File: src/rtl/mode_seq_if.sv
// Handshake bundle between the scan/switch side and the mode sequencer.
// master drives switches and frame pulses; slave (the sequencer) drives mode controls.
interface mode_seq_if;
    logic [3:0]  sw_mode;
    logic        frame_start;
    logic [3:0]  mode;
    logic [10:0] latency;
    logic [4:0]  stage_en;
    logic        out_blank;
    logic        busy;

    modport master (
        output sw_mode,
        output frame_start,
        input  mode,
        input  latency,
        input  stage_en,
        input  out_blank,
        input  busy
    );

    modport slave (
        input  sw_mode,
        input  frame_start,
        output mode,
        output latency,
        output stage_en,
        output out_blank,
        output busy
    );
endinterface

File: src/rtl/mode_sequencer.sv
// Debounced, frame-aligned processing-mode selection with post-change output blanking.
// Optional auto-cycle of modes 1..5 when switches read 4'hF: define MODE_SEQ_AUTO_CYCLE_EN.
module mode_sequencer #(
    parameter int DEBOUNCE_CYCLES = 65536,
    parameter int FLUSH_FRAMES    = 2,
    parameter int AUTO_PERIOD     = 120
) (
    input  logic        clk,
    input  logic        rst,
    mode_seq_if.slave   bus
);

    typedef enum logic [1:0] {
        ST_RUN   = 2'd0,
        ST_PEND  = 2'd1,
        ST_FLUSH = 2'd2
    } state_t;

    localparam int              CNT_W      = $clog2(DEBOUNCE_CYCLES + 1);
    localparam logic [CNT_W-1:0] DEB_LAST  = CNT_W'(DEBOUNCE_CYCLES - 1);
    localparam logic [3:0]      FLUSH_INIT = 4'(FLUSH_FRAMES);

    function automatic logic [10:0] lat_of(input logic [3:0] m);
        case (m)
            4'd0:    lat_of = 11'd3;
            4'd1:    lat_of = 11'd6;
            4'd2:    lat_of = 11'd9;
            4'd3:    lat_of = 11'd13;
            4'd4:    lat_of = 11'd15;
            4'd5:    lat_of = 11'd17;
            default: lat_of = 11'd3;
        endcase
    endfunction

    function automatic logic [4:0] stage_of(input logic [3:0] m);
        logic [4:0] s;
        s = 5'd0;
        for (int k = 0; k < 5; k++) begin
            s[k] = (m >= 4'(k + 1));
        end
        return s;
    endfunction

    logic [3:0]       sw_meta_q;
    logic [3:0]       sw_sync_q;
    logic [3:0]       sw_clean;
    logic [3:0]       cand_q;
    logic [CNT_W-1:0] cnt_q;
    logic [3:0]       deb_q;
    logic             fs_prev_q;
    logic             fs_rise;

    state_t      state_q;
    logic [3:0]  mode_q;
    logic [10:0] latency_q;
    logic [4:0]  stage_q;
    logic        blank_q;
    logic        busy_q;
    logic [3:0]  flush_cnt_q;

    assign sw_clean = (sw_sync_q > 4'd5) ? 4'd0 : sw_sync_q;
    assign fs_rise  = bus.frame_start & ~fs_prev_q;

    // Two-flop synchronizer for the asynchronous switch bank.
    always_ff @(posedge clk or posedge rst) begin
        if (rst) begin
            sw_meta_q <= 4'd0;
            sw_sync_q <= 4'd0;
        end else begin
            sw_meta_q <= bus.sw_mode;
            sw_sync_q <= sw_meta_q;
        end
    end

`ifdef MODE_SEQ_AUTO_CYCLE_EN
    localparam int              AUTO_W    = (AUTO_PERIOD > 1) ? $clog2(AUTO_PERIOD) : 1;
    localparam logic [AUTO_W-1:0] AUTO_LAST = AUTO_W'(AUTO_PERIOD - 1);
    logic [AUTO_W-1:0] frame_cnt_q;
    logic [3:0]        auto_q;

    // Debounce, with 4'hF overriding the target by a frame-paced 1..5 sequence.
    always_ff @(posedge clk or posedge rst) begin
        if (rst) begin
            cand_q      <= 4'd0;
            cnt_q       <= '0;
            deb_q       <= 4'd0;
            frame_cnt_q <= '0;
            auto_q      <= 4'd1;
        end else if (sw_sync_q == 4'hF) begin
            // Leaving auto mode must re-qualify through the normal debounce path.
            cand_q <= 4'd0;
            cnt_q  <= '0;
            deb_q  <= auto_q;
            if (fs_rise) begin
                if (frame_cnt_q == AUTO_LAST) begin
                    frame_cnt_q <= '0;
                    auto_q      <= (auto_q == 4'd5) ? 4'd1 : auto_q + 4'd1;
                end else begin
                    frame_cnt_q <= frame_cnt_q + AUTO_W'(1);
                end
            end else begin
                frame_cnt_q <= frame_cnt_q;
            end
        end else begin
            frame_cnt_q <= '0;
            auto_q      <= 4'd1;
            if (sw_clean != cand_q) begin
                cand_q <= sw_clean;
                cnt_q  <= '0;
            end else if (cnt_q == DEB_LAST) begin
                deb_q <= cand_q;
            end else begin
                cnt_q <= cnt_q + CNT_W'(1);
            end
        end
    end
`else
    // Debounce: the candidate must hold for DEBOUNCE_CYCLES before it is accepted.
    always_ff @(posedge clk or posedge rst) begin
        if (rst) begin
            cand_q <= 4'd0;
            cnt_q  <= '0;
            deb_q  <= 4'd0;
        end else if (sw_clean != cand_q) begin
            cand_q <= sw_clean;
            cnt_q  <= '0;
        end else if (cnt_q == DEB_LAST) begin
            deb_q <= cand_q;
        end else begin
            cnt_q <= cnt_q + CNT_W'(1);
        end
    end
`endif

    // Mode FSM: commits only on a frame edge, then blanks while line buffers refill.
    always_ff @(posedge clk or posedge rst) begin
        if (rst) begin
            state_q     <= ST_FLUSH;
            mode_q      <= 4'd0;
            latency_q   <= 11'd3;
            stage_q     <= 5'd0;
            blank_q     <= 1'b1;
            busy_q      <= 1'b1;
            flush_cnt_q <= FLUSH_INIT;
            fs_prev_q   <= 1'b0;
        end else begin
            fs_prev_q <= bus.frame_start;
            case (state_q)
                ST_RUN: begin
                    blank_q <= 1'b0;
                    if (deb_q != mode_q) begin
                        state_q <= ST_PEND;
                        busy_q  <= 1'b1;
                    end else begin
                        busy_q  <= 1'b0;
                    end
                end
                ST_PEND: begin
                    if (fs_rise && (deb_q != mode_q)) begin
                        state_q     <= ST_FLUSH;
                        mode_q      <= deb_q;
                        latency_q   <= lat_of(deb_q);
                        stage_q     <= stage_of(deb_q);
                        flush_cnt_q <= FLUSH_INIT;
                        blank_q     <= 1'b1;
                        busy_q      <= 1'b1;
                    end else if (fs_rise) begin
                        state_q <= ST_RUN;
                        blank_q <= 1'b0;
                        busy_q  <= 1'b0;
                    end else begin
                        blank_q <= 1'b0;
                        busy_q  <= 1'b1;
                    end
                end
                ST_FLUSH: begin
                    if (fs_rise && (flush_cnt_q <= 4'd1)) begin
                        flush_cnt_q <= 4'd0;
                        blank_q     <= 1'b0;
                        if (deb_q != mode_q) begin
                            state_q <= ST_PEND;
                            busy_q  <= 1'b1;
                        end else begin
                            state_q <= ST_RUN;
                            busy_q  <= 1'b0;
                        end
                    end else if (fs_rise) begin
                        flush_cnt_q <= flush_cnt_q - 4'd1;
                    end else begin
                        blank_q <= 1'b1;
                        busy_q  <= 1'b1;
                    end
                end
                default: begin
                    state_q     <= ST_FLUSH;
                    mode_q      <= 4'd0;
                    latency_q   <= 11'd3;
                    stage_q     <= 5'd0;
                    blank_q     <= 1'b1;
                    busy_q      <= 1'b1;
                    flush_cnt_q <= FLUSH_INIT;
                end
            endcase
        end
    end

    assign bus.mode      = mode_q;
    assign bus.latency   = latency_q;
    assign bus.stage_en  = stage_q;
    assign bus.out_blank = blank_q;
    assign bus.busy      = busy_q;

endmodule

File: src/flat_wrapper.sv
// flat-port wrapper written by rule: the top's interface ports become plain ports
module mode_sequencer_flat 
#(
    parameter int DEBOUNCE_CYCLES = 65536,
    parameter int FLUSH_FRAMES    = 2,
    parameter int AUTO_PERIOD     = 120
)
  (clk, rst, bus_sw_mode, bus_frame_start, bus_mode, bus_latency, bus_stage_en, bus_out_blank, bus_busy);
  mode_seq_if bus_i ();
  input  logic clk;
  input  logic rst;
  input wire logic [$bits(bus_i.sw_mode)-1:0] bus_sw_mode;
  input wire logic [$bits(bus_i.frame_start)-1:0] bus_frame_start;
  output wire logic [$bits(bus_i.mode)-1:0] bus_mode;
  output wire logic [$bits(bus_i.latency)-1:0] bus_latency;
  output wire logic [$bits(bus_i.stage_en)-1:0] bus_stage_en;
  output wire logic [$bits(bus_i.out_blank)-1:0] bus_out_blank;
  output wire logic [$bits(bus_i.busy)-1:0] bus_busy;
  assign bus_i.sw_mode = bus_sw_mode;
  assign bus_i.frame_start = bus_frame_start;
  assign bus_mode = bus_i.mode;
  assign bus_latency = bus_i.latency;
  assign bus_stage_en = bus_i.stage_en;
  assign bus_out_blank = bus_i.out_blank;
  assign bus_busy = bus_i.busy;
  mode_sequencer #(.DEBOUNCE_CYCLES(DEBOUNCE_CYCLES), .FLUSH_FRAMES(FLUSH_FRAMES), .AUTO_PERIOD(AUTO_PERIOD)) u_core (.clk(clk), .rst(rst), .bus(bus_i));
endmodule
File: config.mk
export PLATFORM = sky130hd
export DESIGN_NAME = mode_sequencer_flat
export DESIGN_NICKNAME = d
export VERILOG_FILES = /design/src/rtl/mode_seq_if.sv /design/src/rtl/mode_sequencer.sv /design/src/flat_wrapper.sv
export SDC_FILE = /design/constraint.sdc
export NUM_CORES = 1
export LEC_CHECK = 0
export CAP_MARGIN = 10
export CELL_PAD_IN_SITES_DETAIL_PLACEMENT = 0
export CELL_PAD_IN_SITES_GLOBAL_PLACEMENT = 1
export CORE_MARGIN = 3
export CORE_UTILIZATION = 46
export CTS_BUF_LIST = sky130_fd_sc_hd__clkbuf_2
export DETAILED_ROUTE_END_ITERATION = 8
export PLACE_DENSITY_LB_ADDON = 0.1
export SLEW_MARGIN = 20
export SYNTH_ARGS = -nofsm -noshare
export SYNTH_HDL_FRONTEND = slang
export SYNTH_SLANG_ARGS = --single-unit
File: constraint.sdc
create_clock -name clk -period 3.3 [get_ports clk]
set_clock_uncertainty 0.1 [all_clocks]
set_input_delay 0.66 -clock clk [delete_from_list [all_inputs] [get_ports clk]]
set_output_delay 0.66 -clock clk [all_outputs]
set_load 0.02 [all_outputs]
==> results of run 1 <==
==> layer usage <==
layer / global-route usage [%] / up-vias / share of wire (%)
met3: 3.80 / 6 / 3.8
met5: 0 / - / 0
met2: 24.4 / 29 / 46
li1: - / 911 / -
met1: 21.6 / 841 / 49
met4: 3.99 / 0 / 0.91
==> stage by stage <==
step / std cells / cell area (um2)
4_1_cts: 344 / 3000
3_3_place_gp: 336 / 2960
2_1_floorplan: 250 / 2700
3_5_place_dp: 336 / 2960
6_report: 344 / 3000
5_1_grt: 344 / 3000
==> how the worst max path moves through the flow <==
| stage | start | cells after the start | endpoint | slack (ns) |
|---|---|---|---|---|
| floorplan | u_core.cnt_q[7]$_DFFE_PP0P_ | 9 | u_core.deb_q[1]$_DFFE_PP0P_ | 0.56 |
| global placement | u_core.cnt_q[7]$_DFFE_PP0P_ | 8 | u_core.deb_q[1]$_DFFE_PP0P_ | 0.53 |
| detailed placement | u_core.cnt_q[7]$_DFFE_PP0P_ | 8 | u_core.deb_q[1]$_DFFE_PP0P_ | 0.42 |
| CTS | u_core.cnt_q[7]$_DFFE_PP0P_ | 8 | u_core.deb_q[1]$_DFFE_PP0P_ | 0.40 |
| global route | u_core.cnt_q[7]$_DFFE_PP0P_ | 8 | u_core.deb_q[1]$_DFFE_PP0P_ | 0.25 |
| finish | u_core.cnt_q[7]$_DFFE_PP0P_ | 8 | u_core.deb_q[1]$_DFFE_PP0P_ | 0.43 |
==> layout make-up <==
class | count | area (um2) | share of cell area, %
multi-input combinational | 167 | 1150 | 38.3
clock buffer | 6 | 30.0 | 1.00
tap | 72 | 90.1 | 3.00
clock inverter | 2 | 11.3 | 0.375
timing repair buffer | 28 | 265 | 8.83
inverter | 13 | 48.8 | 1.62
sequential | 56 | 1410 | 46.9
==> cell usage in the layout, fill, tap and decap left out, types with 4 or more instances in the layout <==
master	count
a21oi_1	5
a22o_1	8
buf_4	6
clkbuf_2	6
clkdlybuf4s50_1	22
conb_1	7
dfrtp_1	50
dfstp_2	6
ha_1	4
inv_1	12
nand2_1	10
nand3b_1	6
nand4_1	5
nor2_1	22
nor2b_1	4
nor3_1	8
nor4_1	5
o21ai_0	12
xnor2_1	15
xor2_1	4
==> logic make-up after synthesis <==
logic type / count (synthesis) / share of synthesized area, %
and+or+nand+nor: 86 / 18.6
DFF: 56 / 52.7
AOI/OAI and AO/OA: 48 / 14.0
muxes: 3 / 1.31
adders and majority gates: 4 / 1.87
xor gates and xnor gates: 19 / 6.22
buffers and inverters: 27 / 5.19
other: 1 / 0.140
==> synth_stat cells (2+ instances only) <==
| cell | n | area, um2 |
|---|---|---|
| a21oi_1 | 5 | 25.0 |
| a22o_1 | 8 | 70.1 |
| a2bb2oi_1 | 2 | 17.5 |
| a32o_1 | 3 | 30.0 |
| a41oi_1 | 2 | 17.5 |
| and2_1 | 3 | 18.8 |
| buf_2 | 2 | 10.0 |
| buf_4 | 7 | 52.6 |
| clkbuf_1 | 3 | 11.3 |
| dfrtp_1 | 50 | 1250 |
| dfstp_2 | 6 | 158 |
| ha_1 | 4 | 50.1 |
| inv_1 | 13 | 48.8 |
| mux2i_1 | 2 | 20.0 |
| nand2_1 | 10 | 37.5 |
| nand2b_1 | 3 | 18.8 |
| nand3_1 | 3 | 15.0 |
| nand3b_1 | 6 | 45.0 |
| nand4_1 | 5 | 31.3 |
| nor2_1 | 22 | 82.6 |
| nor2b_1 | 4 | 25.0 |
| nor3_1 | 8 | 40.0 |
| nor4_1 | 5 | 31.3 |
| o211ai_1 | 2 | 15.0 |
| o21ai_0 | 12 | 60.1 |
| o31ai_1 | 2 | 15.0 |
| or2_2 | 3 | 18.8 |
| or3_1 | 3 | 18.8 |
| or4_1 | 2 | 15.0 |
| xnor2_1 | 15 | 131 |
| xor2_1 | 4 | 35.0 |
==> report_power, final <==
group          internal (mW)  total [mW]  switching (mW)
Sequential             0.786       0.865          0.0789
Combinational          0.164       0.344           0.180
Clock                 0.0528       0.260           0.207
==> sequential cells by signal, indices dropped and copies added (netlist names), 4 cells and up <==
| name | count |
|---|---|
| u_core.bus.stage_en | 5 |
| u_core.deb_q | 4 |
| u_core.bus.mode | 4 |
| u_core.bus.latency | 5 |
| u_core.flush_cnt_q | 4 |
| u_core.sw_meta_q | 4 |
| u_core.cnt_q | 17 |
| u_core.cand_q | 4 |
| u_core.sw_sync_q | 4 |
==> worst max-delay path, cell delays in order (launching register included) <==
cell,delay (ns)
dfrtp_1,0.47
nand4_1,0.20
or3_1,0.43
nor3_1,0.21
ha_1,0.19
or3b_2,0.44
mux2i_1,0.29
o31ai_2,0.17
mux2_4,0.32
==> flow_metrics.py, run 1 <==
metrics = {
    "place": {
        "dp_hpwl_um": 3270,
        "dpl_worst_slack_ns": 0.416,
        "io_buffers": 22,
        "place_congestion": 0.829,
    },
    "layout": {
        "area_growth_pct": 12.3,
        "fin_util_pct": 53.9,
        "layout-drive-gt1-share_pct": 12.1,
        "nFillCells": 525,
        "antennaDiodeCount": 0,
        "nets": 282,
    },
    "critical_path": {
        "rr_startpoint": "u_core.cnt_q[7]$_DFFE_PP0P_",
        "crit_fanout": 5,
        "cp-end-kind": "flop",
        "r2r-end": "u_core.deb_q[1]$_DFFE_PP0P_",
        "ff2ff_path_depth": 8,
        "crit_path_start_kind": "flop",
        "cp.required_ns": 3.54,
        "critPathKind": "reg2reg",
        "r2r_setup_slack_ns": 0.43,
        "worstPathArrival_ns": 3.11,
    },
    "min_path": {
        "whs_endpoint": "u_core.sw_sync_q[2]$_DFF_PP0_",
        "hp-class": "reg2reg",
        "hp-start": "u_core.sw_meta_q[2]$_DFF_PP0_",
        "min_path_cells": 0,
    },
    "synthesis": {
        "synth_edf_count": 0,
        "ys_ff_latch": 56,
        "synth-main-ff-cell": "dfrtp_1",
        "ys_warn_count": 0,
        "netlist_instances": 244,
        "yosysUniqueCellTypes": 56,
        "avgSynthCellArea_um2": 11.0,
        "ys_async_sr_fraction_pct": 100,
        "seq_area_frac_synth_pct": 52.7,
        "netlist_area_um2": 2680,
    },
    "power_and_ir_drop": {
        "power.density_nw_per_um2": 489,
        "ir_worst_vdd_v": 0.000189,
        "p_leak_nw": 1.22,
        "total_power_mw": 1.47,
    },
    "timing": {
        "final.min_clock_period_ns": 2.87,
        "fin_crit_sh_pct": 86.9,
        "holdWs_ns": 0.284,
        "slew_viol_final": 0,
        "setup_ws_ns": 0.432,
        "tns_ns": 0,
        "grt_setup_unrepaired": "no",
        "max_freq_mhz": 349,
        "timing.slew.headroom_pct": 49.9,
        "tightest_slew_ns": 0.750,
        "finalSetupViolCount": 0,
        "finalHoldViolations": 0,
    },
    "clock_tree": {
        "cts_tree": "built",
        "cts_resized": 0,
        "postCtsSetupBuffers": 0,
        "cts_root_buffer": "clkbuf_2",
        "postCtsHoldBufs": 0,
        "cts_buffer_depth": 2,
        "htree_levels": 2,
        "cts_sinks": 56,
        "cts-buffers-inserted": 5,
        "clkSlewWorstSetupHoldPaths_ns": 0.25,
        "clock_latency_ns": 0.45,
    },
    "route": {
        "drt-vias-per-instance": 5.19,
        "vias": 1787,
        "drt-total-wl_um": 4630,
        "first_pass_iters": 4,
        "wl_per_cell_um": 13.5,
        "drt-initial-drc-count": 64,
        "route.detailed.drc": 0,
        "ant_nets": 0,
    },
    "floorplan": {
        "dieArea_um2": 6770,
        "die_h_um": 82.3,
        "rows": 27,
        "start_util_pct": 48.0,
        "core_um2": 5570,
        "ios": 29,
        "die_w_um": 82.3,
    },
    "grt": {
        "grt_max_degree": 28,
        "antenna_found_initial": 0,
        "grt_pass1_wl_um": 8110,
        "track_usage_pct": 15.5,
        "grt_pass1_vias": 1735,
        "grt_overflow": 0,
    },
    "run": {
        "drv_cap": 0,
    },
    "status": {
        "status": "completed",
    },
}
No activity file was read; power rests on OpenSTA's default activity.
==> inputs of run 2 (changes only) <==
==> constraint.sdc (replaced) <==
create_clock -name clk -period 2.68 [get_ports clk]
set_clock_uncertainty 0.1 [all_clocks]
set_input_delay 0.536 -clock clk [delete_from_list [all_inputs] [get_ports clk]]
set_output_delay 0.536 -clock clk [all_outputs]
set_load 0.02 [all_outputs]
==> flow_metrics.py, run 2 (synthesis results as in run 1) <==
metrics = {
    "status": {
        "status": "completed",
    },
    "place": {
        "io_buffers": 22,
        "dp_hpwl_um": 3210,
        "place_area_um2": 3010,
        "dpl_worst_slack_ns": 0.115,
        "place_congestion": 0.829,
        "dp.cells": 338,
    },
    "layout": {
        "nets": 284,
        "fin_area_um2": 3080,
        "largest_reg_flops": 17,
        "fin_util_pct": 55.3,
        "final_cell_mix": "dfrtp_1 (50), nor2_1 (22), clkdlybuf4s50_1 (22)",
        "layout-drive-gt1-share_pct": 13.9,
        "final_cells": 346,
        "area_growth_pct": 15.2,
        "antennaDiodeCount": 0,
        "largest_register": "u_core.cnt_q",
        "layout_commonest_cell": "dfrtp_1",
    },
    "clock_tree": {
        "cts_tree": "built",
        "cts_root_buffer": "clkbuf_2",
        "cts-buffers-inserted": 5,
        "htree_levels": 2,
        "clkSlewWorstSetupHoldPaths_ns": 0.26,
        "clock_latency_ns": 0.44,
        "cts_sinks": 56,
        "postCtsHoldBufs": 0,
        "cts_buffer_depth": 2,
    },
    "timing": {
        "timing.slew.headroom_pct": 51.2,
        "tightest_slew_ns": 0.730,
        "max_freq_mhz": 398,
        "tns_ns": 0,
        "finalSetupViolCount": 0,
        "final.min_clock_period_ns": 2.51,
        "finalHoldViolations": 0,
        "fin_crit_sh_pct": 93.8,
        "holdWs_ns": 0.285,
        "setup_ws_ns": 0.166,
        "grt_setup_unrepaired": "no",
        "slew_viol_final": 0,
    },
    "critical_path": {
        "cp.required_ns": 2.94,
        "r2r-end": "u_core.deb_q[1]$_DFFE_PP0P_",
        "rr_startpoint": "u_core.cnt_q[7]$_DFFE_PP0P_",
        "ff2ff_path_depth": 8,
        "crit_start": "u_core.cnt_q[7]$_DFFE_PP0P_",
        "r2r_setup_slack_ns": 0.17,
        "crit_path_start_kind": "flop",
        "crit_fanout": 5,
        "worstPathArrival_ns": 2.78,
        "critPathKind": "reg2reg",
        "cp-end-kind": "flop",
    },
    "route": {
        "drt-total-wl_um": 4600,
        "drt-initial-drc-count": 87,
        "first_pass_iters": 4,
        "wl_per_cell_um": 13.3,
        "drt-vias-per-instance": 5.34,
        "vias": 1847,
        "route.detailed.drc": 0,
        "ant_nets": 0,
    },
    "grt": {
        "grt_overflow": 0,
        "antenna_found_initial": 0,
        "track_usage_pct": 15.4,
        "grt_max_degree": 57,
        "grt_pass1_wl_um": 8110,
        "grt_pass1_vias": 1785,
    },
    "power_and_ir_drop": {
        "power.density_nw_per_um2": 616,
        "ir_worst_vdd_v": 0.000398,
        "p_leak_nw": 1.25,
        "total_power_mw": 1.90,
    },
    "floorplan": {
        "rows": 27,
        "die_w_um": 82.3,
        "start_util_pct": 48.0,
        "ios": 29,
        "dieArea_um2": 6770,
        "core_um2": 5570,
        "die_h_um": 82.3,
    },
    "run": {
        "drv_cap": 0,
    },
    "min_path": {
        "min_path_cells": 0,
        "hp-class": "reg2reg",
        "hp-start": "u_core.sw_meta_q[0]$_DFF_PP0_",
        "whs_endpoint": "u_core.sw_sync_q[0]$_DFF_PP0_",
    },
}
run 2: worst max-delay path by stage:
| stage | endpoint | slack (ns) | cells after the start |
|---|---|---|---|
| 2_1_floorplan | u_core.deb_q[1]$_DFFE_PP0P_ | 0.06 | 9 |
| 3_3_place_gp | u_core.deb_q[1]$_DFFE_PP0P_ | 0.16 | 8 |
| 3_5_place_dp | u_core.deb_q[1]$_DFFE_PP0P_ | 0.11 | 8 |
| 4_1_cts | u_core.deb_q[1]$_DFFE_PP0P_ | 0.11 | 8 |
| 5_1_grt | u_core.deb_q[1]$_DFFE_PP0P_ | 0.02 | 8 |
| 6_report | u_core.deb_q[1]$_DFFE_PP0P_ | 0.17 | 8 |
run 2: where the power goes:
| group | internal (mW) | switching, mW |
|---|---|---|
| Sequential | 0.968 | 0.0982 |
| Combinational | 0.203 | 0.223 |
| Clock | 0.152 | 0.253 |
| Total | 1.32 | 0.574 |
run 2: what timing repair did:
item | CTS | global route
resized for setup | 0 | 1
endpoints found under the setup margin | 0 | 1
setup buffers | 0 | 0
run 2: per-layer routing:
| metal | GRT usage (%) | share of wire, % | up-vias |
|---|---|---|---|
| met4 | 5.48 | 1.4 | 0 |
| met2 | 26.1 | 48 | 37 |
| met3 | 3.04 | 4.6 | 7 |
| met5 | 0 | 0 | - |
| met1 | 19.6 | 46 | 892 |
| li1 | - | - | 911 |
run 2: worst max-delay path, cell delays in order (launching register included):
cell and delay [ns]:
dfrtp_1 0.48, nand4_1 0.13, or3_4 0.42, nor3_2 0.13, ha_2 0.19, or3b_4 0.38
mux2i_4 0.18, o31ai_2 0.13, mux2_4 0.32
run 2: cell type report:
| cell class | count | area (um2) |
|---|---|---|
| clock buffer | 5 | 25.0 |
| clock inverter | 3 | 37.5 |
| fill | 498 | 2490 |
| sequential | 56 | 1410 |
| inverter | 13 | 48.8 |
| multi-input combinational | 167 | 1180 |
| timing repair buffer | 30 | 293 |
| tap | 72 | 90.1 |
